<file path="src/rtl/serial_adder_pkg.sv">
// Shared types and sizing helpers for the serial_adder_nb chunked adder.
package serial_adder_pkg;

  typedef enum logic [1:0] {
    IDLE = 2'd0,
    RUN  = 2'd1,
    DONE = 2'd2
  } adder_state_t;

  // Step counter width; a single-step build still needs a 1-bit counter.
  function automatic int unsigned cnt_width(input int unsigned steps);
    return (steps > 1) ? $clog2(steps) : 1;
  endfunction

endpackage

</file>
<file path="src/rtl/adder_chunk.sv">
// Combinational CHUNK-bit ripple adder built from full-adder cells; exposes the
// carry into the MSB so the caller can form signed overflow.
module adder_chunk #(
  parameter int unsigned CHUNK = 4
) (
  input  logic [CHUNK-1:0] a,
  input  logic [CHUNK-1:0] b,
  input  logic             cin,
  output logic [CHUNK-1:0] sum_c,
  output logic             cout_c,
  output logic             cmsb_c
);

  logic [CHUNK:0] c;

  assign c[0] = cin;

  for (genvar i = 0; i < CHUNK; i++) begin : g_fulladder
    assign sum_c[i] = a[i] ^ b[i] ^ c[i];
    assign c[i+1]   = (a[i] & b[i]) | (c[i] & (a[i] ^ b[i]));
  end

  assign cout_c = c[CHUNK];
  assign cmsb_c = c[CHUNK-1];

endmodule

</file>
<file path="src/rtl/serial_adder_nb.sv">
// Multi-cycle WIDTH-bit adder processing CHUNK bits per clock with valid/ready
// handshakes. Define SERIAL_ADDER_SUB_EN to add the 'sub' port (in1 - in2).
module serial_adder_nb
  import serial_adder_pkg::*;
#(
  parameter int unsigned WIDTH = 16,
  parameter int unsigned CHUNK = 4
) (
  input  logic             clk,
  input  logic             rstN,
  input  logic             inValid,
  output logic             inReady,
  input  logic             carryIn,
  input  logic [WIDTH-1:0] in1,
  input  logic [WIDTH-1:0] in2,
  output logic             outValid,
  input  logic             outReady,
  output logic [WIDTH-1:0] out,
  output logic             carryOut,
  output logic             overflow
`ifdef SERIAL_ADDER_SUB_EN
  ,
  input  logic             sub
`endif
);

  localparam int unsigned STEPS = WIDTH / CHUNK;
  localparam int unsigned CW    = cnt_width(STEPS);
  localparam logic [CW-1:0] LAST = CW'(STEPS - 1);

  adder_state_t     state_q;
  logic [WIDTH-1:0] a_q;
  logic [WIDTH-1:0] b_q;
  logic [WIDTH-1:0] out_q;
  logic [CW-1:0]    cnt_q;
  logic             carry_q;
  logic             ovf_q;
  logic             valid_q;

  int unsigned      base_c;
  logic [CHUNK-1:0] a_k;
  logic [CHUNK-1:0] b_k;
  logic [CHUNK-1:0] sum_k;
  logic             cout_k;
  logic             cmsb_k;

  // Select the operand slice for the current step.
  assign base_c = 32'(cnt_q) * CHUNK;
  assign a_k    = a_q[base_c +: CHUNK];
  assign b_k    = b_q[base_c +: CHUNK];

  adder_chunk #(.CHUNK(CHUNK)) u_chunk (
    .a      (a_k),
    .b      (b_k),
    .cin    (carry_q),
    .sum_c  (sum_k),
    .cout_c (cout_k),
    .cmsb_c (cmsb_k)
  );

  // Sequencer: accept, STEPS chunk additions, then hold result until taken.
  always_ff @(posedge clk or negedge rstN) begin
    if (!rstN) begin
      state_q <= IDLE;
      a_q     <= '0;
      b_q     <= '0;
      out_q   <= '0;
      cnt_q   <= '0;
      carry_q <= 1'b0;
      ovf_q   <= 1'b0;
      valid_q <= 1'b0;
    end else begin
      case (state_q)
        IDLE: begin
          if (inValid) begin
            a_q <= in1;
`ifdef SERIAL_ADDER_SUB_EN
            b_q     <= sub ? ~in2 : in2;
            carry_q <= sub ? 1'b1 : carryIn;
`else
            b_q     <= in2;
            carry_q <= carryIn;
`endif
            out_q   <= '0;
            ovf_q   <= 1'b0;
            cnt_q   <= '0;
            state_q <= RUN;
          end
        end
        RUN: begin
          out_q[base_c +: CHUNK] <= sum_k;
          carry_q                <= cout_k;
          if (cnt_q == LAST) begin
            ovf_q   <= cmsb_k ^ cout_k;
            valid_q <= 1'b1;
            state_q <= DONE;
          end else begin
            cnt_q <= cnt_q + CW'(1);
          end
        end
        DONE: begin
          if (outReady) begin
            valid_q <= 1'b0;
            state_q <= IDLE;
          end
        end
        default: begin
          valid_q <= 1'b0;
          state_q <= IDLE;
        end
      endcase
    end
  end

  assign inReady  = (state_q == IDLE);
  assign outValid = valid_q;
  assign out      = out_q;
  assign carryOut = carry_q;
  assign overflow = ovf_q;

endmodule
</file>
<file path="config.mk">
export PLATFORM = sky130hd
export DESIGN_NAME = serial_adder_nb
export DESIGN_NICKNAME = d
export VERILOG_FILES = /design/src/rtl/serial_adder_pkg.sv /design/src/rtl/adder_chunk.sv /design/src/rtl/serial_adder_nb.sv
export SDC_FILE = /design/constraint.sdc
export NUM_CORES = 1
export LEC_CHECK = 0
export CAP_MARGIN = 0
export CORE_ASPECT_RATIO = 0.75
export CORE_MARGIN = 5
export CORE_UTILIZATION = 50
export CTS_CLUSTER_SIZE = 24
export DETAILED_ROUTE_END_ITERATION = 8
export DONT_BUFFER_PORTS = 1
export GPL_ROUTABILITY_DRIVEN = 0
export PLACE_DENSITY_LB_ADDON = 0.05
export SETUP_SLACK_MARGIN = 0.2
export SYNTH_ARGS = -nofsm -noshare
export SYNTH_HDL_FRONTEND = slang
export SYNTH_SLANG_ARGS = --single-unit
export TNS_END_PERCENT = 10
</file>
<file path="constraint.sdc">
create_clock -name clk -period 5.4 [get_ports clk]
set_input_delay 0 -clock clk [delete_from_list [all_inputs] [get_ports clk]]
set_output_delay 0 -clock clk [all_outputs]
set_load 0.005 [all_outputs]
</file>
==> run summary <==
Status: complete, no violations
Setup Buffers After CTS: 0
Max VDD drop: 363 µV
Type of the worst setup path: flop to flop
Hold_buf cts: 37
Die X-Extent: 93.1 µm
Area of the multi-input gates: 1110 µm²
Synth cell types: 32
Worst-path fanout max: 17
Vias per cell: 5.80
I/O Buffers: 0
Worst-Margin Slew: 0.783 ns
Post-Route WL: 5.20 mm
Setup TNS: 0 ns
Min Tclk post-route: 3.25 ns
Commonest non-fill, non-tap cell in the layout: dfrtp_1
WP data required: 5.59 ns
Crit start category: flop
Initial drt markers: 79
Rel. slew slack: 47.8%
Dpl cell area: 2610 µm²
Clock slew at reported path FFs: 0.09 ns
Pin count of the biggest net entering global routing: 56
Arrival @ worst endpoint: 3.45 ns
Synth warn: 0
Die Ht: 72.3 µm
First-pass GRT wire length: 8.78 mm
Seq cells post-synth: 55
RSZ-0062 raised after global routing: false
Sequential cell area: 1380 µm²
Vias: 1606
Post-synthesis sequential area ratio: 53.1%
Area growth syn-to-layout: 18.3%
Site Rows: 22
Grt total ovfl: 0
Crit-path most repeated cell: fa_1
Final Skew: 0.00628 ns
GRT Util Overall: 16.7%
Max Slew Vio Count: 0
Routed WL per cell: 18.8 µm
Max-cap violations: 0
Hold Vio Cnt, Final: 0
Clock network latency to the later pin of the worst-skew pair: 0.30 ns
H-tree levels: 2
Final period util: 60.3%
Placeable core area: 4950 µm²
Total CTS buffers: 5
Fmax: 0.307 GHz
CTS tree: done
Fillcell total: 368
Netlist Area Pre-Place: 2590 µm²
Syn Area/Cell: 14.3 µm²
Post-Syn Nets: 227
Routed Antenna Nets: 0
Detailed Routing Iterations Pass 1: 4
Syn Inst Count: 181
Share of cells above drive strength 1: 22.1%
Crit path max-delay cell type: dfrtp_1
Endpoints failing setup: 0
Die area: 6740 µm²
Clock sink count: 55
IO Pins: 57
ANT cells: 0
Cell area after layout: 3070 µm²
PwrDens: 634 nW/µm²
Initial antenna violation count: 0
Initial Utilization: 52.3%
Static Leak: 0.00132 µW
Remaining DRCs: 0
CTS Buffer Depth: 2
Crit. End Element: flop
Crit path cell chain: mux4_2, inv_1, fa_1, fa_1, inv_1, fa_1, fa_1, a22o_1
Dpl hpwl: 3.61 mm
CTS root buf: clkbuf_8
Hold Crit Class: primary input to flop
Most frequent cells in the layout: dfrtp_1, dlygate4sd3_1, mux2_2
PostCTS Resize Cnt: 0
CP max stage delay: 0.86 ns
Number of global-route vias before repair: 1731
# nets final: 264
-- synth_stat cells --
cell type / number / area share, %
ha_1: 5 / 2.4
o31ai_1: 1 / 0.29
a22o_1: 11 / 3.7
nand3b_1: 3 / 0.87
fa_1: 4 / 3.1
xnor2_1: 1 / 0.34
and3b_1: 1 / 0.34
nor2_1: 4 / 0.58
o2bb2ai_1: 8 / 2.7
buf_4: 2 / 0.58
nor3b_4: 1 / 0.72
a22oi_1: 1 / 0.29
and4bb_2: 1 / 0.48
a21oi_1: 2 / 0.39
buf_2: 1 / 0.19
nor4_1: 1 / 0.24
buf_6: 4 / 1.7
nand3_1: 2 / 0.39
a31oi_1: 1 / 0.24
nand2_1: 6 / 0.87
nand2b_1: 2 / 0.48
mux4_2: 8 / 7.0
mux2_2: 31 / 13
dfrtp_1: 55 / 53
a21o_1: 4 / 1.2
or4_1: 1 / 0.29
inv_1: 9 / 1.3
o21ai_0: 4 / 0.77
mux2_1: 2 / 0.87
nor2b_1: 2 / 0.48
clkbuf_1: 1 / 0.14
and3_1: 2 / 0.48
-- per-layer routing --
layer	GRT usage, %	share of wire [%]	up-vias
met2	28.2	50	47
li1	-	-	731
met5	0	0	-
met3	4.66	6.1	5
met4	5.04	0.88	0
met1	21.3	43	823
-- critical path: cells and delay by family, from the launching register on --
kind / cells / cell delay (ns)
compound gates: 1 / 0.24
fa+ha+maj: 4 / 1.31
buf+inv: 2 / 0.13
flops: 1 / 0.86
mux: 1 / 0.60
-- where the power goes --
part,switching (µW),internal (µW),total (µW)
Sequential,184,608,792
Combinational,448,500,947
Clock,118,86.7,205
-- metrics by stage --
step	power [µW]	util, %	hold slack [ns]	worst slack (ns)	instances
floorplan	1490	-	-0.296	2.56	181
global placement	1690	52.6	-0.294	2.18	234
detailed placement	1730	52.6	-0.294	2.12	234
CTS	1970	61.9	0.176	2.10	277
global route	2090	61.9	0.200	1.95	277
finish	1940	61.9	0.182	2.15	277
-- state kept, by name, summed over array words and instances, names as in the netlist --
name      flops
carryOut      1
b_q          16
cnt_q         2
overflow      1
outValid      1
state_q       2
a_q          16
out          16
-- cell families (layout without fill, tap and decap cells) --
| family | Yosys count | count (layout) | share of synthesized area (%) |
|---|---|---|---|
| AO/OA/AOI/OAI | 32 | 32 | 9.56 |
| XOR/XNOR | 1 | 1 | 0.338 |
| buffers and inverters | 17 | 53 | 3.96 |
| AND/OR/NAND/NOR | 26 | 26 | 6.23 |
| flip-flops | 55 | 55 | 53.1 |
| adder cells (fa/ha/maj) | 9 | 9 | 5.50 |
| multiplexers | 41 | 41 | 21.3 |
-- path summary, 6_finish.rpt --
path,slack (ns),depth (start not counted),end,startpoint
worst max-delay path,2.15,8,out[11],cnt_q[0]
worst min-delay path,0.18,3,out[4],inValid
worst max register to register,2.15,8,out[11],cnt_q[0]
worst min register to register,0.51,1,b_q[5],b_q[5]
max in group asynchronous,4.94,2,out[13],rstN
min in group asynchronous,0.23,2,a_q[6],rstN
-- layout make-up --
cell class              count  area share, %
clock buffers               6           2.37
inverters                   9           1.10
multi-input cells         109           36.3
flip-flops and latches     55           44.9
well taps                  60           2.45
repair buffers             38           12.9
(Power assumes the default switching activity.)
